--- src/rtl/bcd_serial_add_ctrl_if.sv ---
// Command and shared-adder signal bundle for the serial BCD add sequencer.
// slave: the sequencer; master: the command source together with the external digit adder.
interface bcd_serial_add_ctrl_if #(
    parameter int DIGITS = 4
);
    logic                  start;
    logic [4*DIGITS-1:0]   op_a;
    logic [4*DIGITS-1:0]   op_b;
    logic                  cin;
    logic [3:0]            adder_a;
    logic [3:0]            adder_b;
    logic                  adder_cin;
    logic [3:0]            adder_sum;
    logic                  adder_cout;
    logic [4*DIGITS-1:0]   result;
    logic                  cout;
    logic                  busy;
    logic                  done;
    logic                  err;

    modport slave (
        input  start, op_a, op_b, cin, adder_sum, adder_cout,
        output adder_a, adder_b, adder_cin, result, cout, busy, done, err
    );

    modport master (
        output start, op_a, op_b, cin, adder_sum, adder_cout,
        input  adder_a, adder_b, adder_cin, result, cout, busy, done, err
    );
endinterface

--- src/rtl/bcd_serial_add_ctrl.sv ---
// Multi-digit packed-BCD adder sequencer: steps one shared single-digit BCD adder
// through the operands LSD first, one digit per clock, then pulses done.
module bcd_serial_add_ctrl #(
    parameter int DIGITS = 4,
    parameter int IDXW   = 3
) (
    input logic                  clk,
    input logic                  rst,
    bcd_serial_add_ctrl_if.slave bus
);
    localparam int W = 4 * DIGITS;

    typedef enum logic [1:0] {StIdle, StRun, StDone} state_e;

    state_e            state_q, state_d;
    logic [W-1:0]      a_q, a_d;
    logic [W-1:0]      b_q, b_d;
    logic [W-1:0]      result_q, result_d;
    logic [IDXW-1:0]   idx_q, idx_d;
    logic              carry_q, carry_d;
    logic              cout_q, cout_d;
    logic              err_q, err_d;
    logic              ops_bcd;
    logic [3:0]        dig_a, dig_b;

    always_comb begin
        ops_bcd = 1'b1;
        for (int i = 0; i < DIGITS; i++) begin
            if (bus.op_a[4*i +: 4] > 4'd9 || bus.op_b[4*i +: 4] > 4'd9) ops_bcd = 1'b0;
        end
    end

    always_comb begin
        dig_a = '0;
        dig_b = '0;
        for (int i = 0; i < DIGITS; i++) begin
            if (idx_q == IDXW'(i)) begin
                dig_a = a_q[4*i +: 4];
                dig_b = b_q[4*i +: 4];
            end
        end
    end

    always_comb begin
        state_d  = state_q;
        a_d      = a_q;
        b_d      = b_q;
        result_d = result_q;
        idx_d    = idx_q;
        carry_d  = carry_q;
        cout_d   = cout_q;
        err_d    = err_q;
        unique case (state_q)
            StIdle: begin
                if (bus.start) begin
                    result_d = '0;
                    cout_d   = 1'b0;
                    if (ops_bcd) begin
                        a_d     = bus.op_a;
                        b_d     = bus.op_b;
                        carry_d = bus.cin;
                        idx_d   = '0;
                        err_d   = 1'b0;
                        state_d = StRun;
                    end else begin
                        // Bad operand: report straight away, adder never driven.
                        err_d   = 1'b1;
                        state_d = StDone;
                    end
                end
            end
            StRun: begin
                for (int i = 0; i < DIGITS; i++) begin
                    if (idx_q == IDXW'(i)) result_d[4*i +: 4] = bus.adder_sum;
                end
                carry_d = bus.adder_cout;
                if (idx_q == IDXW'(DIGITS - 1)) begin
                    cout_d  = bus.adder_cout;
                    state_d = StDone;
                end else begin
                    idx_d = idx_q + 1'b1;
                end
            end
            StDone:  state_d = StIdle;
            default: state_d = StIdle;
        endcase
    end

    always_ff @(posedge clk) begin
        if (rst) begin
            state_q  <= StIdle;
            a_q      <= '0;
            b_q      <= '0;
            result_q <= '0;
            idx_q    <= '0;
            carry_q  <= 1'b0;
            cout_q   <= 1'b0;
            err_q    <= 1'b0;
        end else begin
            state_q  <= state_d;
            a_q      <= a_d;
            b_q      <= b_d;
            result_q <= result_d;
            idx_q    <= idx_d;
            carry_q  <= carry_d;
            cout_q   <= cout_d;
            err_q    <= err_d;
        end
    end

    assign bus.adder_a   = (state_q == StRun) ? dig_a : 4'd0;
    assign bus.adder_b   = (state_q == StRun) ? dig_b : 4'd0;
    assign bus.adder_cin = (state_q == StRun) ? carry_q : 1'b0;
    assign bus.result    = result_q;
    assign bus.cout      = cout_q;
    assign bus.err       = err_q;
    assign bus.busy      = (state_q != StIdle);
    assign bus.done      = (state_q == StDone);
endmodule

--- src/flat_wrapper.sv ---
// flat-port wrapper written by rule: the top's interface ports become plain ports
module bcd_serial_add_ctrl_flat 
#(
    parameter int DIGITS = 4,
    parameter int IDXW   = 3
)
  (clk, rst, bus_start, bus_op_a, bus_op_b, bus_cin, bus_adder_sum, bus_adder_cout, bus_adder_a, bus_adder_b, bus_adder_cin, bus_result, bus_cout, bus_busy, bus_done, bus_err);
  bcd_serial_add_ctrl_if #(.DIGITS(DIGITS)) bus_i ();
  input logic clk;
  input logic rst;
  input wire logic [$bits(bus_i.start)-1:0] bus_start;
  input wire logic [$bits(bus_i.op_a)-1:0] bus_op_a;
  input wire logic [$bits(bus_i.op_b)-1:0] bus_op_b;
  input wire logic [$bits(bus_i.cin)-1:0] bus_cin;
  input wire logic [$bits(bus_i.adder_sum)-1:0] bus_adder_sum;
  input wire logic [$bits(bus_i.adder_cout)-1:0] bus_adder_cout;
  output wire logic [$bits(bus_i.adder_a)-1:0] bus_adder_a;
  output wire logic [$bits(bus_i.adder_b)-1:0] bus_adder_b;
  output wire logic [$bits(bus_i.adder_cin)-1:0] bus_adder_cin;
  output wire logic [$bits(bus_i.result)-1:0] bus_result;
  output wire logic [$bits(bus_i.cout)-1:0] bus_cout;
  output wire logic [$bits(bus_i.busy)-1:0] bus_busy;
  output wire logic [$bits(bus_i.done)-1:0] bus_done;
  output wire logic [$bits(bus_i.err)-1:0] bus_err;
  assign bus_i.start = bus_start;
  assign bus_i.op_a = bus_op_a;
  assign bus_i.op_b = bus_op_b;
  assign bus_i.cin = bus_cin;
  assign bus_i.adder_sum = bus_adder_sum;
  assign bus_i.adder_cout = bus_adder_cout;
  assign bus_adder_a = bus_i.adder_a;
  assign bus_adder_b = bus_i.adder_b;
  assign bus_adder_cin = bus_i.adder_cin;
  assign bus_result = bus_i.result;
  assign bus_cout = bus_i.cout;
  assign bus_busy = bus_i.busy;
  assign bus_done = bus_i.done;
  assign bus_err = bus_i.err;
  bcd_serial_add_ctrl #(.DIGITS(DIGITS), .IDXW(IDXW)) u_core (.clk(clk), .rst(rst), .bus(bus_i));
endmodule
--- config.mk ---
export PLATFORM = sky130hd
export DESIGN_NAME = bcd_serial_add_ctrl_flat
export DESIGN_NICKNAME = d
export VERILOG_FILES = /design/src/rtl/bcd_serial_add_ctrl_if.sv /design/src/rtl/bcd_serial_add_ctrl.sv /design/src/flat_wrapper.sv
export SDC_FILE = /design/constraint.sdc
export NUM_CORES = 1
export LEC_CHECK = 0
export BUFFER_PORTS_ARGS = -buffer_cell sky130_fd_sc_hd__buf_2
export CORE_ASPECT_RATIO = 1.4
export CORE_MARGIN = 2
export CORE_UTILIZATION = 48
export DETAILED_ROUTE_END_ITERATION = 8
export GPL_ROUTABILITY_DRIVEN = 1
export PLACE_DENSITY = 0.76
export SYNTH_ARGS = -nofsm -noshare
export SYNTH_HDL_FRONTEND = slang
export SYNTH_SLANG_ARGS = --single-unit
export TNS_END_PERCENT = 30
--- constraint.sdc ---
create_clock -name clk -period 1.5 [get_ports clk]
set_input_delay 0.3 -clock clk [delete_from_list [all_inputs] [get_ports clk]]
set_output_delay 0.3 -clock clk [all_outputs]
set_load 0.01 [all_outputs]
==> metrics list, run 1 <==
* Critical R2R Capture: u_core.bus.result[6]
* Number of DRC markers after the initial detailed-route iteration: 174
- The run finished, with violations left.
- Number of unique standard cell types used by synthesis: 31
* Initial antenna violation count: 0
- For the worst setup path, the data arrival time is 1.65 ns.
- After routing, the total negative slack on setup checks comes to -4.79 ns.
* Total wire length after detailed routing: 7.04 mm
- The number of antenna diodes in the final layout is 0.
- Post-route minimum period: ~2 ns
* Post-synth net total: 379
- Clock Pin Slew Worst Setup and Hold Paths: ~0.10 ns
* Number of flops mapped to enable cells by yosys: 0
* Number of buffers created by CTS: 5
* Number of instances in the synthesized netlist: between 300 and 400
- The H-tree was split into 2 levels.
* Number of top-level pins: 70
- The placed instances occupy a cell area of 3430 µm².
- Post-synthesis to final-layout area growth: 32.3%
- After floorplanning, the core was sized to cover 5570 µm².
- Crit Path Class: reg -> out
- Worst setup margin: -0.451 ns
* Fill cell instance count of the final layout: 466
- Power density of the placed cells: 747 nW/µm²
* Number of setup violations in the final report: 22
- Number of synthesis warnings: 0
- Remaining antenna violation count after routing: 0
- Worst Tran Pin Value: between 0.5 and 0.6 ns
* Cells along the critical path: ha_4 -> ha_4 -> nor2_4 -> o211ai_1 -> a21oi_2 -> buf_2
* Skew-Pair Late Insertion Delay: 0.31 ns
* Average wire per cell in the routed design: 14.3 µm
* Critical-path maximum fanout: 8
- The worst setup path is launched from a flip-flop.
- Max-cap violation count: 0
- Worst-case reg-to-reg path depth: 9
* TritonRoute pass-1 iters: 4
- Die Ht: 94.2 µm
- Worst hold path type: in -> reg
- Cells with a size suffix above 1 make up 36.6% of the layout.
- Quantity of I/O buffers inserted on ports: a little under 70
* Aggregate global-route resource usage: between 20% and 30%
- Peak supply drop: ~0.68 mV
- Once layout is complete, the utilization of the core stands at 66.3%.
- Required time of the critical path: 1.20 ns
* Starting density of the core: 50.1%
- In the finished design, the share of the clock period the worst path needs comes to 130%.
* Total Die Area: 6450 µm²
* Most used DFF post-synth: sky130_fd_sc_hd__dfxtp_1
* Final HPWL from detailed placement: 4.94 mm
- Between clock sinks in the finished design, the worst skew comes to approximately 0.0076 ns.
- The largest single stage delay on the critical path is ~0.37 ns.
* Worst hold start: bus_op_b[0]
- Unrepaired setup endpoints after global routing: yes
- Clock tree root buffer cell: sky130_fd_sc_hd__clkbuf_8
- The worst hold path terminates at u_core.b_q[0].
* Netlist area before placement: 2790 µm²
- Clock tree from TritonCTS: yes
- Die Wd: slightly below 70 µm
- Post-layout net count: 471
- Share of flip-flops with an asynchronous set or reset after synthesis: 0%
- Cell taking the most area after synthesis: sky130_fd_sc_hd__dfxtp_1
- The first global-routing pass estimated 11.2 mm of wire.
* Leftover overflow at the end of global routing: 0
- Most frequent standard cell in the layout excluding fill and tap cells: sky130_fd_sc_hd__nand2_1
* Hold-fix buffers at CTS: 0
- The number of global-route vias before repair is 2422.
- Hold violation count in the final report: 0
- Using the TritonRoute via totals, the vias-per-cell ratio works out to 5.13.
- Worst-case clock buffer depth: 2
- Leaving out fill and tap cells, the most frequent cells in the layout are 90 x sky130_fd_sc_hd__nand2_1, 69 x sky130_fd_sc_hd__buf_2, 52 x sky130_fd_sc_hd__dfxtp_1.
- The largest individual stage delay along the critical path comes from the cell sky130_fd_sc_hd__dfxtp_4.
* Count of cells along the worst hold path: 3
- Number of remaining DRC errors: 0
* Capturing element type of the critical path: output pin
- Final GP Congestion: 0.832
* Pin count of the biggest net entering global routing: 66
- Post-route cell area: about 3700 µm²
* Reg2Reg Setup Slack: -0.23 ns
* Area share of the largest cell type after synthesis: between 40% and 50%
- Beginning of the worst register-to-register path: u_core.idx_q[0]
- For this design, the sink count on the clock tree is 56.
* Cell repeated most along the worst path: sky130_fd_sc_hd__ha_4
* FP Rows: 32
- Final max-slew violation count: 0
- Relative slew margins: 60.5%
- Highest clock rate: just over 0.5 GHz
- A synthesized cell averages 8.38 µm².
- Synthesis inferred 56 register bits.
- For this design the static power due to leakage is 1.49 nW.
- Violations in the final reports: setup timing
* Seq/Total Area, Yosys: roughly 40%
- Detailed-route via count: ~2500
- By area the synthesized netlist is led by sky130_fd_sc_hd__dfxtp_1 40%, sky130_fd_sc_hd__mux2i_1 17%, sky130_fd_sc_hd__nand2_1 12%.
==> routing by layer <==
metal / vias to the layer above / track usage, % / share of wire (%)
met5: - / 0 / 0
met4: 0 / 9.00 / 2.2
met3: 15 / 4.80 / 4.7
met2: 74 / 41.2 / 53
met1: 1141 / 26.2 / 40
li1: 1304 / - / -
==> kinds of logic after synthesis <==
kind of cell    count (synthesis)  synth area share (%)
simple gates                  145                  23.5
flops                          56                  40.2
mux                            48                  17.2
fa+ha+maj                       5                  2.24
compound gates                 52                  12.0
buf+inv                        27                  4.93
==> cell type report <==
cell class / instances / area (µm²) / share of cell area (%)
Inverter: 6 / 22.5 / 0.610
Multi-Input combinational cell: 250 / 1680 / 45.5
Clock buffer: 8 / 90.1 / 2.44
Timing Repair Buffer: 106 / 678 / 18.4
Tap cell: 68 / 85.1 / 2.31
Sequential cell: 56 / 1140 / 30.8
==> worst max-delay path by stage <==
stage	from	end	slack (ns)
6_report	u_core.idx_q[0]	bus_adder_b[0]	-0.45
5_1_grt	u_core.idx_q[0]	bus_adder_a[1]	-0.57
4_1_cts	u_core.idx_q[0]	bus_adder_b[0]	-0.47
3_5_place_dp	u_core.idx_q[0]	bus_adder_b[0]	-0.18
3_3_place_gp	u_core.idx_q[0]	bus_adder_b[0]	-0.13
2_1_floorplan	u_core.idx_q[1]	bus_adder_a[0]	-0.007
==> where the power goes <==
group          internal [W]  leakage (nW)  switching [W]
Sequential          0.00150         0.455      0.0000161
Clock              0.000378        0.0455       0.000467
Combinational      0.000187         0.992       0.000210
==> repair_timing <==
item                       in CTS  in global routing
buffers inserted                3                  1
cloned                          1                  0
setup endpoints to repair      32                 43
gates resized for setup        27                  9
pin swaps                      13                  3
==> synthesized netlist by cell type, drive strengths merged (2+ instances only) <==
| cell type | count |
|---|---|
| nand2 | 91 |
| dfxtp | 56 |
| mux2i | 48 |
| nor2 | 23 |
| o21ai | 19 |
| a21oi | 18 |
| clkbuf | 12 |
| nand2b | 12 |
| buf | 9 |
| o211ai | 8 |
| inv | 6 |
| ha | 5 |
| a211oi | 4 |
| and2 | 4 |
| nand3b | 4 |
| nor3 | 4 |
| nand4 | 2 |
| nor2b | 2 |
==> worst max-delay path: cells and delay by family, from the launching register on <==
| family | cells | cell delay (ns) |
|---|---|---|
| fa+ha+maj | 2 | 0.34 |
| flops | 1 | 0.37 |
| simple gates | 1 | 0.20 |
| compound gates | 2 | 0.32 |
| buf+inv | 1 | 0.13 |
==> stage by stage <==
| step | hold WS [ns] | setup WS, ns | instances | total power, W |
|---|---|---|---|---|
| 4_1_cts | 0.220 | -0.475 | 493 | 0.00276 |
| 2_1_floorplan | 0.430 | -0.00682 | 333 | 0.00175 |
| 6_report | 0.227 | -0.451 | 494 | 0.00276 |
| 3_5_place_dp | 0.446 | -0.185 | 481 | 0.00191 |
| 3_3_place_gp | 0.442 | -0.128 | 481 | 0.00190 |
| 5_1_grt | 0.222 | -0.571 | 494 | 0.00287 |
==> flip-flops by register name, summed over array words and instances (netlist names) <==
name and cells:
u_core.a_q 16, u_core.b_q 16, u_core.bus.result 16, u_core.idx_q 3, u_core.state_q 2, u_core.bus.cout 1, u_core.bus.err 1, u_core.carry_q 1
Note: power is estimated with default switching activity, not from simulation.
==> inputs of run 2 (changes only) <==
ABC_AREA = 0   (was not set)
BUFFER_PORTS_ARGS = not set   (was -buffer_cell sky130_fd_sc_hd__buf_2)
CORE_UTILIZATION = 57   (was 48)
DONT_BUFFER_PORTS = 1   (was not set)
PLACE_DENSITY = 0.75   (was 0.76)
==> metrics list, run 2 (synthesis gave the netlist of run 1 again) <==
- Status: finished with violations
* Violations in the final reports: setup timing
* Total Die Area: 5480 µm² (-15%)
* Beginning of the worst register-to-register path: u_core.idx_q[1]
- Worst hold path type: in -> reg
- Number of remaining DRC errors: 0 (unchanged)
- Worst hold start: rst
* Final period utilization: 131% (+0.75 points)
- Nature of the critical path startpoint: flip-flop
- The port buffer count came to 0 (-100%).
- The worst setup path is of the reg -> out kind.
- Die Wd: 63.1 µm (-7.8%)
- Fill cell instance count of the final layout: 399 (-14%)
- Starting density of the core: 58.5% (+8.4 points)
- Cell leakage power: 1.12 nW (-25%)
* Worst Tran Pin Value: 0.407 ns (-0.185 ns)
- The number of cells on the worst reg-to-reg path was 8 (-1).
- Remaining antenna violation count after routing: 0 (unchanged)
- The routed length on met3 was 370 µm (+11%).
* Fin Setup TNS: -4.15 ns (+0.643 ns)
- The relative contribution of the clock network to total power was 32.5% (+1.8 points).
- Detail Route met2 WL: 3.44 mm (-7.3%)
* Max-cap violation count: 0 (unchanged)
- The post-route clock skew is 0.0100 ns (+0.00239 ns).
* Post-Route Utilization: 68.8% (+2.5 points)
* Number of antenna repair diodes: 0 (unchanged)
* Core box area: 4770 µm² (-14%)
* Clock tree root buffer cell: sky130_fd_sc_hd__clkbuf_8
* Number of buffers created by CTS: 5 (unchanged)
- Skew-Pair Late Insertion Delay: 0.31 ns (about the same)
- Combinational group share of total power: 10.7% (-3.7 points)
- The all-layer global routing usage is 23.0% (-0.20 points).
* Capturing element type of the critical path: output pin
- The maximum number of pins on one net before global-route repair is 55 (-17%).
- Power density of the placed cells: 816 nW/µm² (+9.2%)
- The clock tree buffer depth was 2 (unchanged).
* Clock tree from TritonCTS: yes
* Highest clock rate: 0.510 GHz (-0.58%)
- Sequential group share of total power: 56.7% (+1.8 points)
- The library cell used most frequently in the layout, excluding fill and tap cells, is sky130_fd_sc_hd__nand2_1.
- The number of levels in the clock H-tree is 2 (unchanged).
- The vias per cell was 5.64 (+10%).
- Critical path launch point: u_core.idx_q[1]
* Count of cells along the worst hold path: 1 (-2)
- Worst setup margin: -0.462 ns (-0.0113 ns)
- The first-pass iteration count of the detailed router is 4 (unchanged).
* Highest routed layer: met4
* Clock Pin Slew Worst Setup and Hold Paths: 0.09 ns (about the same)
- The net switching power was 0.000635 W (-8.5%).
* Clock sinks: 56 (unchanged)
* FP Rows: 30 (-6.3%)
- Die Ht: 86.8 µm (-7.9%)
- In the layout the commonest cells are 90 x sky130_fd_sc_hd__nand2_1, 53 x sky130_fd_sc_hd__dfxtp_1, 48 x sky130_fd_sc_hd__mux2i_1.
- The endpoint identified for the worst register-to-register timing path is u_core.bus.result[7].
- The time the worst path needs with I/O delays and setup is 1.96 ns (+0.0113 ns).
* Final max-slew violation count: 0 (unchanged)
* Setup WS pre-CTS: -0.0877 ns (+0.0969 ns)
- Critical-path maximum fanout: 6 (-2)
- Number of global-route vias before repair: 2162 (-11%)
- Detailed-route via count: 2303 (-9.1%)
* Final GP Congestion: 0.822 (-1.2%)
- Peak supply drop: 0.509 mV (-25%)
- The total setup violations reported at the end of the flow is 22 (unchanged).
- The layout cell share with drive strength beyond 1 was 22.4% (-14 points).
- Relative slew margins: 72.9% (+12 points)
- Post-layout net count: 390 (-17%)
* Net Sw Frac: 23.7% (-1.4 points)
- Total wire length after detailed routing: 6.38 mm (-9.4%)
- The boundary pin count is 70 (unchanged).
- The routed length per instance was 15.6 µm (+9.7%).
* Post-synthesis to final-layout area growth: 17.6%
- For hold timing, the worst endpoint is u_core.bus.result[13].
- The wire length of the first global-routing pass is 9.94 mm (-12%).
* Hold violation count in the final report: 0 (unchanged)
- Setup repair after global routing could not meet its margin everywhere.
- Critical path arrival: 1.66 ns (about the same)
* Detailed-route wire length on metal 1: 2.50 mm (-12%)
* Final HPWL from detailed placement: 4.50 mm (-9.0%)
- The critical path data required time was 1.20 ns (about the same).
* Number of DRC markers after the initial detailed-route iteration: 98 (-44%)
* Initial antenna violation count: 0 (unchanged)
- The register-to-register path setup slack was -0.12 ns (+0.11 ns).
* Leftover overflow at the end of global routing: 0 (unchanged)
- The internal power came to 0.00204 W (-1.1%).
==> run 2: worst max-delay path: stages (launching register included) <==
cell and delay [ns]:
sky130_fd_sc_hd__dfxtp_4 0.40, sky130_fd_sc_hd__inv_4 0.05, sky130_fd_sc_hd__buf_6 0.11, sky130_fd_sc_hd__ha_4 0.18, sky130_fd_sc_hd__buf_12 0.13, sky130_fd_sc_hd__nand2_1 0.10, sky130_fd_sc_hd__o21ai_2 0.07, sky130_fd_sc_hd__o211ai_1 0.21
sky130_fd_sc_hd__a21oi_2 0.11
==> run 2: per-layer routing <==
layer	global-route usage [%]	vias up
li1	-	1142
met4	6.67	0
met1	25.3	1100
met3	5.71	7
met5	0	-
met2	43.4	54
==> run 2: power by group through the flow <==
| stage | combinational [W] | clock, W | sequential [W] |
|---|---|---|---|
| finish | 0.000287 | 0.000870 | 0.00152 |
| global placement | 0.000252 | 0 | 0.00155 |
| detailed placement | 0.000257 | 0 | 0.00155 |
| floorplan | 0.000200 | 0 | 0.00155 |
| CTS | 0.000268 | 0.000875 | 0.00152 |
| global route | 0.000310 | 0.000938 | 0.00152 |
==> run 2: repair_timing <==
| action | in CTS | in global routing |
|---|---|---|
| hold endpoints to repair | 0 | 0 |
| pin swaps | 12 | 13 |
| hold buffers | 0 | 0 |
| setup buffers | 2 | 2 |
| endpoints found under the setup margin | 28 | 32 |
| resized for setup | 19 | 14 |
==> run 2: stage by stage <==
step	cell area, µm²	std cells	hold slack [ns]	power [W]
2_1_floorplan	2880	333	0.430	0.00175
5_1_grt	3280	408	0.0333	0.00277
3_5_place_dp	3010	397	0.373	0.00181
6_report	3280	408	0.0461	0.00268
3_3_place_gp	3010	397	0.371	0.00180
4_1_cts	3200	406	0.0394	0.00266
==> run 2: worst max path at each step <==
| stage | to | slack, ns | depth (start not counted) |
|---|---|---|---|
| 2_1_floorplan | bus_adder_a[0] | -0.007 | 7 |
| 3_3_place_gp | bus_adder_a[0] | -0.06 | 5 |
| 3_5_place_dp | bus_adder_a[0] | -0.09 | 5 |
| 4_1_cts | bus_adder_a[0] | -0.40 | 5 |
| 5_1_grt | bus_adder_a[3] | -0.54 | 8 |
| 6_report | bus_adder_a[3] | -0.46 | 8 |
==> run 2: final cells by class <==
| type | count | area (µm²) | share of cell area, % |
|---|---|---|---|
| Clock buffer | 7 | 96.3 | 2.94 |
| Sequential cell | 56 | 1130 | 34.4 |
| Timing Repair Buffer | 25 | 264 | 8.05 |
| Multi-Input combinational cell | 250 | 1690 | 51.4 |
| Tap cell | 64 | 80.1 | 2.44 |
| Inverter | 6 | 25.0 | 0.763 |
